### src/rtl/procesador_pkg.sv
// rtl/procesador_pkg.sv - shared types, opcode/condition constants and helpers for the multi-cycle core
package procesador_pkg;

  typedef enum logic [2:0] {
    S_IDLE, S_FETCH, S_DECODE, S_EXEC, S_MEM, S_WB, S_HALT
  } estado_t;

  localparam logic [1:0] OP_DP  = 2'b00;
  localparam logic [1:0] OP_MEM = 2'b01;
  localparam logic [1:0] OP_BR  = 2'b10;

  localparam logic [3:0] CMD_AND = 4'b0000;
  localparam logic [3:0] CMD_SUB = 4'b0010;
  localparam logic [3:0] CMD_ADD = 4'b0100;
  localparam logic [3:0] CMD_CMP = 4'b1010;
  localparam logic [3:0] CMD_ORR = 4'b1100;
  localparam logic [3:0] CMD_MOV = 4'b1101;

  localparam logic [3:0] COND_EQ = 4'b0000;
  localparam logic [3:0] COND_NE = 4'b0001;
  localparam logic [3:0] COND_CS = 4'b0010;
  localparam logic [3:0] COND_CC = 4'b0011;
  localparam logic [3:0] COND_MI = 4'b0100;
  localparam logic [3:0] COND_PL = 4'b0101;
  localparam logic [3:0] COND_VS = 4'b0110;
  localparam logic [3:0] COND_VC = 4'b0111;
  localparam logic [3:0] COND_HI = 4'b1000;
  localparam logic [3:0] COND_LS = 4'b1001;
  localparam logic [3:0] COND_GE = 4'b1010;
  localparam logic [3:0] COND_LT = 4'b1011;
  localparam logic [3:0] COND_GT = 4'b1100;
  localparam logic [3:0] COND_LE = 4'b1101;
  localparam logic [3:0] COND_AL = 4'b1110;
  localparam logic [3:0] COND_HALT = 4'b1111;

  typedef struct packed {
    logic n;
    logic z;
    logic c;
    logic v;
  } nzcv_t;

  function automatic logic cond_pass(input logic [3:0] cond, input nzcv_t f);
    logic pass;
    case (cond)
      COND_EQ: pass = f.z;
      COND_NE: pass = !f.z;
      COND_CS: pass = f.c;
      COND_CC: pass = !f.c;
      COND_MI: pass = f.n;
      COND_PL: pass = !f.n;
      COND_VS: pass = f.v;
      COND_VC: pass = !f.v;
      COND_HI: pass = f.c && !f.z;
      COND_LS: pass = !f.c || f.z;
      COND_GE: pass = (f.n == f.v);
      COND_LT: pass = (f.n != f.v);
      COND_GT: pass = !f.z && (f.n == f.v);
      COND_LE: pass = f.z || (f.n != f.v);
      COND_AL: pass = 1'b1;
      default: pass = 1'b0;
    endcase
    return pass;
  endfunction

  // Rotate right by 2*rot: shift a doubled copy and keep the low word
  function automatic logic [31:0] rot_imm(input logic [3:0] rot, input logic [7:0] imm8);
    logic [63:0] dbl;
    dbl = {24'd0, imm8, 24'd0, imm8} >> {rot, 1'b0};
    return dbl[31:0];
  endfunction

endpackage

### src/rtl/banco_registros.sv
// rtl/banco_registros.sv - R0-R14 register file, two read ports, one write port, debug read
module banco_registros
(
  input  logic        clk,
  input  logic        rst_n,
  input  logic [3:0]  raddr_a,
  input  logic [3:0]  raddr_b,
  output logic [31:0] rdata_a,
  output logic [31:0] rdata_b,
  input  logic        we,
  input  logic [3:0]  waddr,
  input  logic [31:0] wdata,
  input  logic [3:0]  dbg_addr,
  output logic [31:0] dbg_data
);

  logic [31:0] regs [15];

  always_ff @(posedge clk or negedge rst_n) begin
    if (!rst_n) begin
      for (int i = 0; i < 15; i++) regs[i] <= '0;
    end else if (we && waddr != 4'd15) begin
      regs[waddr] <= wdata;
    end
  end

  // R15 lives in the core as the PC; the top substitutes it
  assign rdata_a  = (raddr_a  == 4'd15) ? '0 : regs[raddr_a];
  assign rdata_b  = (raddr_b  == 4'd15) ? '0 : regs[raddr_b];
  assign dbg_data = (dbg_addr == 4'd15) ? '0 : regs[dbg_addr];

endmodule

### src/rtl/procesador_multiciclo.sv
// rtl/procesador_multiciclo.sv - multi-cycle ARM-subset core on a unified req/ack memory
module procesador_multiciclo
  import procesador_pkg::*;
#(
  parameter int               ADDR_W   = 8,
  parameter logic [ADDR_W-1:0] RESET_PC = '0
)
(
  input  logic              clk,
  input  logic              rst,
  input  logic              start,
  output logic              mem_req,
  output logic              mem_we,
  output logic [ADDR_W-1:0] mem_addr,
  output logic [31:0]       mem_wdata,
  input  logic [31:0]       mem_rdata,
  input  logic              mem_ack,
  output logic [ADDR_W-1:0] pc,
  output logic [3:0]        flags,
  output logic              halted,
  input  logic [3:0]        dbg_addr,
  output logic [31:0]       dbg_data
);

  estado_t           state_q, state_d;
  logic [ADDR_W-1:0] pc_q, addr_q;
  logic [31:0]       ir_q, a_q, b_q, res_q;
  nzcv_t             flags_q;
  logic              wr_q;

  logic [3:0]  cond, cmd, rn, rd, rm;
  logic [1:0]  op;
  logic        imm_f, s_f, u_f, l_f, ack;
  logic [11:0] imm12;
  logic [23:0] imm24;

  assign cond  = ir_q[31:28];
  assign op    = ir_q[27:26];
  assign imm_f = ir_q[25];
  assign cmd   = ir_q[24:21];
  assign u_f   = ir_q[23];
  assign s_f   = ir_q[20];
  assign l_f   = ir_q[20];
  assign rn    = ir_q[19:16];
  assign rd    = ir_q[15:12];
  assign rm    = ir_q[3:0];
  assign imm12 = ir_q[11:0];
  assign imm24 = ir_q[23:0];

  logic [31:0] rf_a, rf_b, rf_dbg, pc8, rn_val, rb_val;
  logic [3:0]  raddr_b;

  // Stores need Rd on the second port; data-processing needs Rm
  assign raddr_b = (op == OP_MEM) ? rd : rm;
  // PC already points past the instruction, so +4 gives instruction address + 8
  assign pc8     = 32'(pc_q) + 32'd4;
  assign rn_val  = (rn == 4'd15) ? pc8 : rf_a;
  assign rb_val  = (raddr_b == 4'd15) ? pc8 : rf_b;

  banco_registros u_regs (
    .clk      (clk),
    .rst_n    (rst),
    .raddr_a  (rn),
    .raddr_b  (raddr_b),
    .rdata_a  (rf_a),
    .rdata_b  (rf_b),
    .we       (state_q == S_WB && wr_q && rd != 4'd15),
    .waddr    (rd),
    .wdata    (res_q),
    .dbg_addr (dbg_addr),
    .dbg_data (rf_dbg)
  );

  logic [31:0] op2, alu_res;
  logic [32:0] add33, sub33;
  nzcv_t       alu_flags;
  logic        alu_wr, alu_setf;

  assign op2   = imm_f ? rot_imm(ir_q[11:8], ir_q[7:0]) : b_q;
  assign add33 = {1'b0, a_q} + {1'b0, op2};
  assign sub33 = {1'b0, a_q} + {1'b0, ~op2} + 33'd1;

  always_comb begin
    alu_res   = '0;
    alu_flags = flags_q;
    alu_wr    = 1'b0;
    alu_setf  = 1'b0;
    case (cmd)
      CMD_AND: begin alu_res = a_q & op2; alu_wr = 1'b1; alu_setf = s_f; end
      CMD_ORR: begin alu_res = a_q | op2; alu_wr = 1'b1; alu_setf = s_f; end
      CMD_MOV: begin alu_res = op2;       alu_wr = 1'b1; alu_setf = s_f; end
      CMD_ADD: begin
        alu_res     = add33[31:0];
        alu_flags.c = add33[32];
        alu_flags.v = (a_q[31] == op2[31]) && (add33[31] != a_q[31]);
        alu_wr      = 1'b1;
        alu_setf    = s_f;
      end
      CMD_SUB, CMD_CMP: begin
        alu_res     = sub33[31:0];
        alu_flags.c = sub33[32];
        alu_flags.v = (a_q[31] != op2[31]) && (sub33[31] != a_q[31]);
        alu_wr      = (cmd == CMD_SUB);
        alu_setf    = s_f || (cmd == CMD_CMP);
      end
      default: ;
    endcase
    alu_flags.n = alu_res[31];
    alu_flags.z = (alu_res == 32'd0);
  end

  logic [ADDR_W-1:0] mem_ea, br_off;
  assign mem_ea = u_f ? ADDR_W'(a_q) + ADDR_W'(imm12) : ADDR_W'(a_q) - ADDR_W'(imm12);
  assign br_off = ADDR_W'({{6{imm24[23]}}, imm24, 2'b00});

  assign mem_req   = (state_q == S_FETCH) || (state_q == S_MEM);
  assign mem_we    = (state_q == S_MEM) && !l_f;
  assign mem_addr  = (state_q == S_MEM) ? addr_q : pc_q;
  assign mem_wdata = b_q;
  assign ack       = mem_req && mem_ack;
  assign pc        = pc_q;
  assign flags     = flags_q;
  assign halted    = (state_q == S_HALT);
  assign dbg_data  = (dbg_addr == 4'd15) ? 32'(pc_q) : rf_dbg;

  always_comb begin
    state_d = state_q;
    case (state_q)
      S_IDLE, S_HALT: if (start) state_d = S_FETCH;
      S_FETCH:        if (ack) state_d = S_DECODE;
      S_DECODE: begin
        if (cond == COND_HALT)            state_d = S_HALT;
        else if (!cond_pass(cond, flags_q)) state_d = S_FETCH;
        else                              state_d = S_EXEC;
      end
      S_EXEC: begin
        case (op)
          OP_DP:   state_d = S_WB;
          OP_MEM:  state_d = S_MEM;
          default: state_d = S_FETCH;
        endcase
      end
      S_MEM:   if (ack) state_d = l_f ? S_WB : S_FETCH;
      S_WB:    state_d = S_FETCH;
      default: state_d = S_IDLE;
    endcase
  end

  always_ff @(posedge clk or negedge rst) begin
    if (!rst) begin
      state_q <= S_IDLE;
      pc_q    <= RESET_PC;
      addr_q  <= '0;
      ir_q    <= '0;
      a_q     <= '0;
      b_q     <= '0;
      res_q   <= '0;
      flags_q <= '0;
      wr_q    <= 1'b0;
    end else begin
      state_q <= state_d;
      case (state_q)
        S_FETCH: if (ack) begin
          ir_q <= mem_rdata;
          pc_q <= pc_q + ADDR_W'(4);
        end
        S_DECODE: begin
          a_q <= rn_val;
          b_q <= rb_val;
        end
        S_EXEC: begin
          case (op)
            OP_DP: begin
              res_q <= alu_res;
              wr_q  <= alu_wr;
              if (alu_setf) flags_q <= alu_flags;
            end
            OP_MEM: begin
              addr_q <= mem_ea & ~ADDR_W'(3);
              wr_q   <= l_f;
            end
            OP_BR:   pc_q <= pc_q + ADDR_W'(4) + br_off;
            default: wr_q <= 1'b0;
          endcase
        end
        S_MEM: if (ack && l_f) res_q <= mem_rdata;
        S_WB:  if (wr_q && rd == 4'd15) pc_q <= ADDR_W'(res_q) & ~ADDR_W'(3);
        default: ;
      endcase
    end
  end

endmodule
### config.mk
export PLATFORM = sky130hd
export DESIGN_NAME = procesador_multiciclo
export DESIGN_NICKNAME = d
export VERILOG_FILES = /design/src/rtl/procesador_pkg.sv /design/src/rtl/banco_registros.sv /design/src/rtl/procesador_multiciclo.sv
export SDC_FILE = /design/constraint.sdc
export NUM_CORES = 2
export LEC_CHECK = 0
export ABC_AREA = 1
export CAP_MARGIN = 20
export CORE_AREA = 3 3 312 622
export CTS_CLUSTER_DIAMETER = 30
export DETAILED_ROUTE_END_ITERATION = 8
export DIE_AREA = 0 0 315 625
export PLACE_DENSITY = 0.33
export SETUP_SLACK_MARGIN = 0.4
export SLEW_MARGIN = 10
export SYNTH_ARGS = -nofsm -noshare
export SYNTH_HDL_FRONTEND = slang
export SYNTH_SLANG_ARGS = --single-unit
### constraint.sdc
create_clock -name clk -period 4.09 [get_ports clk]
set_clock_uncertainty 0.2 [all_clocks]
set_input_delay 0.818 -clock clk [delete_from_list [all_inputs] [get_ports clk]]
set_output_delay 0.818 -clock clk [all_outputs]
set_load 0.02 [all_outputs]
# After elaboration in Yosys (flattened, before gate mapping)
# Cells that the tools add are included.
totals:
  inputBits: 40
  ff_bits: 630
  output_inout_bits: 87
  wordCells: 177
op_classes:
  eq_ne: 46
  n_reduce_logical: 40
  shifts: 1
  add_sub_neg: 8
  mux: 42
  bitwise_logic: 8
  magnitude_cmp: 5
ops:
  columns: ["operator", "count"]
  rows:
  - ["$bwmux 480", 1]
  - ["$mux 32", 13]
  - ["$bmux 32 s4", 3]
  - ["$pmux 32 s5", 1]
  - ["$demux 32 s4", 1]
  - ["$add 32x32->33", 2]
  - ["$pmux 32 s2", 1]
  - ["$eq 4x4->1 const B", 15]
  - ["$mux 8", 5]
  - ["$shr 40x5->32", 1]
  - ["$add 33x1->33 const B", 1]
  - ["$and 32x32->32", 1]
  - ["$logic_not 32->1", 1]
  - ["$not 32->32", 1]
  - ["$or 32x32->32", 1]
  - ["$pmux 8 s3", 1]
  - ["$eq 4x3->1 const B", 5]
  - ["$ge 5x5->1 const B", 4]
  - ["$not 4->5", 4]
  - ["$pmux 3 s6", 1]
  - ["$add 8x8->8", 2]
  - ["$mux 3", 5]
  - ["$pmux 1 s15", 1]
  - ["$eq 4x2->1 const B", 3]
  - ["36 further kinds", 76]

# Logic depth before layout (Yosys ltp)
depth:
  depth_word: 8
  mapped_depth: 29
  ltp_nobuf: 28

# Modules after synthesis
# From an unflattened synthesis, not the netlist that was laid out.
hier_totals:
  cells_unflattened: 7916
  area_unflattened_um2: 47699.5
by_module_without_submodules:
  columns: ["module", "n_inst", "area_per_inst_um2", "cells_per_inst", "seq_area_each_um2"]
  rows:
  - ["banco_registros", 1, 32701.4, 5438, 12011.5]
  - ["procesador_multiciclo", 1, 14998.1, 2478, 3703.6]

# Worst setup path after synthesis
# No wires, ideal clock.
synth_timing:
  path_type: "input to output"
  from: "in dbg_addr[1]"
  to: "out dbg_data[3]"
  arrival_time_ps: 2344
  n_path_buf: 3
  cell_stages: 7
  slack_ps: 728
  t_required_ps: 3072
  path_cell_list: "buf_2 inv_1 nor2_1 buf_2 clkbuf_1 a21oi_1 o2111ai_1"
synth_between:
  elab_chain_cells: 5
  word_cells_on_any_way: 6
  cone_classes: "1 x eq/ne; 4 x mux; 1 x bitwise"
synth_lines:
  columns: ["item", "line_no", "source"]
  rows:
  - ["from (decl)", "procesador_multiciclo.sv:21", "input logic [3:0] dbg_addr,"]
  - ["$not 4->5 (implied by the code)", "banco_registros.sv:30", "assign dbg_data = (dbg_addr == 4'd15) ? '0 : regs[dbg_addr];"]
  - ["$bmux 32 s4", "banco_registros.sv:30", null]
  - ["$mux 32 (implied by the code) (2 in series)", "banco_registros.sv:30", null]
  - ["$mux 32 (*)", "procesador_multiciclo.sv:124", "assign dbg_data = (dbg_addr == 4'd15) ? 32'(pc_q) : rf_dbg;"]
  - ["to (decl)", "procesador_multiciclo.sv:22", "output logic [31:0] dbg_data"]
# Mark *: on every way between the ends. The rest lies on a longest branch, timed or not. The select of a mux whose other input is x is not followed.

# Final worst setup path
layout_timing:
  from: "in dbg_addr[0]"
  to: "out dbg_data[19]"
# The elaborated chain is that of the path after synthesis.

==> reports/results.txt <==
Antenna-violating nets left = 0
Min-delay worst type = reg -> reg
Mapped Cells = 6422
Drt via density = 5.16
Synthesized area per cell = 6.79 um2
Register area = 15700 um2
Leakage = 0.0265 uW
Final setup violation count = 0
Area of the multi-input gates = 25800 um2
Clock slew at reported path FFs = 0.05 ns
Minimum clock period = 3.81 ns
Critical Path Max Stage Delay = 0.31 ns
Crit path depth = 13
Max cap viols = 0
Sequential area share after synthesis = 0.360
RSZ-0062 raised after global routing = yes
CTS tree = built
Crit end category = output pin
Core Area = 190000 um2
Final HPWL DP = 194000 um
GR Overflow Total = 0
DRT iter0 DRCs = 3877
Cell mode on critical path = buf_12
Wire per inst = 28.6 um
Reg2Reg Depth = 26
Placed Area = 52300 um2
Fmax = 263 MHz
CP Class = in -> out
CP bufs+invs = 9
Die ar. = 197000 um2
Area leader, netlist = dfrtp_1
#FFs+latches synth = 628
GRT Util Overall = 0.272
Largest cells by area after synthesis = dfrtp_1 36%, o21ai_0 13%, nand2_1 13%, a21oi_1 6.0%, inv_1 5.9%
Period utilisation layout = 0.931
Clock latency on the worst-skew pair = 0.77 ns
PD cells = 891 nW/um2
Detailed Route WL = 275000 um
IO Port Bufs = 122
Layout Nets = 7161
Crit path max-delay family = buffers and inverters
Syn. warnings = 0
PnR Total Power = 54100 uW
Share of Yosys cell area claimed by the top area cell type = 0.360
Fin. max-slew vios = 0
Slew HR = 0.230
Tightest Pin Transition = 1.15 ns
Root buffer cell = clkbuf_16
Die W = 315 um
Post-synth EDFFs = 0
Final setup TNS = 0 ns
Die H = 625 um
Initial antenna violation count = 16
Async SR Flop Fraction = 1.00
Rows = 226
Ys flop type = dfrtp_1
Critical path peak fanout = 5
Slowest CP cell = o211ai_1
Area added between synthesis and finish = 39.2%
DR pass1 iterations = 6
Cts bufs inserted = 143
CP arrival = 2.79 ns
First-pass GRT wire length = 382000 um
WHS Path Cells = 2
Remaining DRCs = 0
Via count = 49.7k
Clock Path Buffers = 4
Filler cells = 20.6k
Largest net degree at the start of global routing = 117
Clock sinks = 628
H-tree Lvls = 4
Hold Vio Cnt, Final = 0
Post-synth cell types = 55
GP Congestion = 0.915
Layout cells sized above 1 = 0.222
I/O pin count = 127
Initial Util = 0.230
Worst setup SP type = input port
Vias in the first global route = 50.3k
Design area = 60700 um2
Critical Path, Cell by Cell = buf_12 -> buf_12 -> nor2_4 -> buf_6 -> buf_6 -> clkinv_8 -> buf_16 -> buf_12 -> buf_8 -> o221ai_2 -> o21ai_1 -> o211ai_1 -> buf_4
Outcome = finished clean
Data required, critical path = 3.07 ns
Post-Syn Area = 43600 um2
VDD IR max = 0.551 mV
[cell usage in the layout, fill, tap and decap left out, types with 16 or more instances in the layout]
master and count:
nand2_1 1316, o21ai_0 1117, inv_1 654, buf_4 650
dfrtp_1 624, a21oi_1 490, nand3_1 326, nor2_1 275
clkbuf_16 148, nand2_2 120, o221ai_1 100, buf_12 91
ha_1 85, o21ai_1 78, clkdlybuf4s50_1 78, o22ai_1 66
nand4_1 57, nand3_2 48, nor2_2 42, buf_6 42
a221oi_1 39, inv_2 37, o211ai_1 36, nor2_4 32
nor3_1 32, nand3_4 31, ha_4 29, nand2_4 27
a21oi_2 27, a22oi_1 25, clkinv_2 21, bufinv_16 20
diode_2 17, o21ai_2 16
[cell usage after synthesis (7+ instances only)]
cell	number
a211oi_1	14
a21oi_1	522
a221oi_1	47
a22oi_1	30
a31oi_1	11
buf_1	27
buf_2	93
buf_4	17
clkbuf_1	329
clkinv_1	7
dfrtp_1	628
ha_1	123
inv_1	688
inv_2	10
nand2_1	1460
nand3_1	394
nand3_4	10
nand3b_1	9
nand4_1	57
nor2_1	343
nor3_1	49
nor4_1	8
o211ai_1	36
o21ai_0	1170
o21ai_1	47
o21bai_1	14
o221ai_1	118
o22ai_1	73
o32ai_1	8
or2_2	10
xor2_1	14
[cell type report]
type,instances,share of cell area
multi-input cells,4620,0.424
diodes,17,0.000700
flip-flops and latches,628,0.259
well taps,2508,0.0517
repair buffers,897,0.140
inverters,705,0.0444
clock buffers,165,0.0624
clock inverters,82,0.0176
[worst paths after layout]
kind	startpoint	to	slack [ns]
min reg2reg	u_regs.regs[345]	u_regs.regs[345]	0.28
max in group asynchronous	rst	u_regs.regs[344]	2.22
min	u_regs.regs[345]	u_regs.regs[345]	0.28
max reg2reg	ir_q[9]	res_q[26]	0.32
max	dbg_addr[0]	dbg_data[19]	0.28
min in group asynchronous	rst	u_regs.regs[1]	0.42
[timing repair]
| item | 4_1_cts | 5_1_grt |
|---|---|---|
| endpoints found under the hold margin | 49 | 0 |
| setup endpoints to repair | 68 | 61 |
| hold buffers | 1 | 0 |
| gates cloned | 4 | 3 |
| setup buffers | 52 | 32 |
| resized for setup | 466 | 281 |
| pin swaps | 108 | 129 |
[flip-flops by register name, indices dropped and copies added (netlist names)]
register	cells
u_regs.regs	480
mem_wdata	32
ir_q	32
a_q	32
pc	6
addr_q	6
flags	4
res_q	32
state_q	3
wr_q	1
[power breakdown]
group          internal (uW)  switching (uW)
logic                  11900           22000
clock network           7930            4070
registers               7190            1020
total                  27000           27100
[worst reg2reg max path: stages (launching register included)]
cell and delay, ns:
dfrtp_1 0.40, inv_2 0.09, buf_12 0.15, nand2_4 0.06, inv_2 0.04, buf_6 0.10, o211ai_1 0.38, buf_4 0.20
nand2_4 0.05, inv_4 0.06, ha_4 0.24, buf_6 0.14, nor2_4 0.11, buf_6 0.12, nand2_4 0.09, inv_2 0.08
nand2_2 0.08, nor3_4 0.15, nand2_4 0.11, nand3_2 0.08, nand2_1 0.04, nand3_1 0.09, nand3_2 0.10, buf_4 0.15
o21ai_4 0.13, buf_4 0.14, o21ai_0 0.07
[kinds of logic after synthesis]
family,Yosys count,synth area share
other cells,1,0.0000860
simple gates,2353,0.225
mux,1,0.000258
flops,628,0.360
xor+xnor,15,0.00301
fa+ha+maj,126,0.0367
buf+inv,1178,0.106
compound gates,2120,0.269
[per-stage QoR]
step	util	hold slack [ns]	worst slack, ns	instances
2_1_floorplan	-	0.253	0.728	6425
6_report	0.320	0.280	0.282	9622
5_1_grt	0.320	0.299	0.206	9618
3_3_place_gp	0.276	0.267	-0.690	9266
4_1_cts	0.313	0.286	0.304	9570
3_5_place_dp	0.276	0.273	-0.715	9266
[layer usage]
layer | global-route usage | vias to the layer above | wire [um] | share of wire
met4 | 0.170 | 6 | 21100 | 0.077
met1 | 0.295 | 24500 | 100000 | 0.36
met5 | 0 | - | 45 | 0.00016
met3 | 0.0273 | 620 | 11300 | 0.041
li1 | - | 22900 | - | -
met2 | 0.502 | 1737 | 142000 | 0.52
No activity file was read; power rests on OpenSTA's default activity.
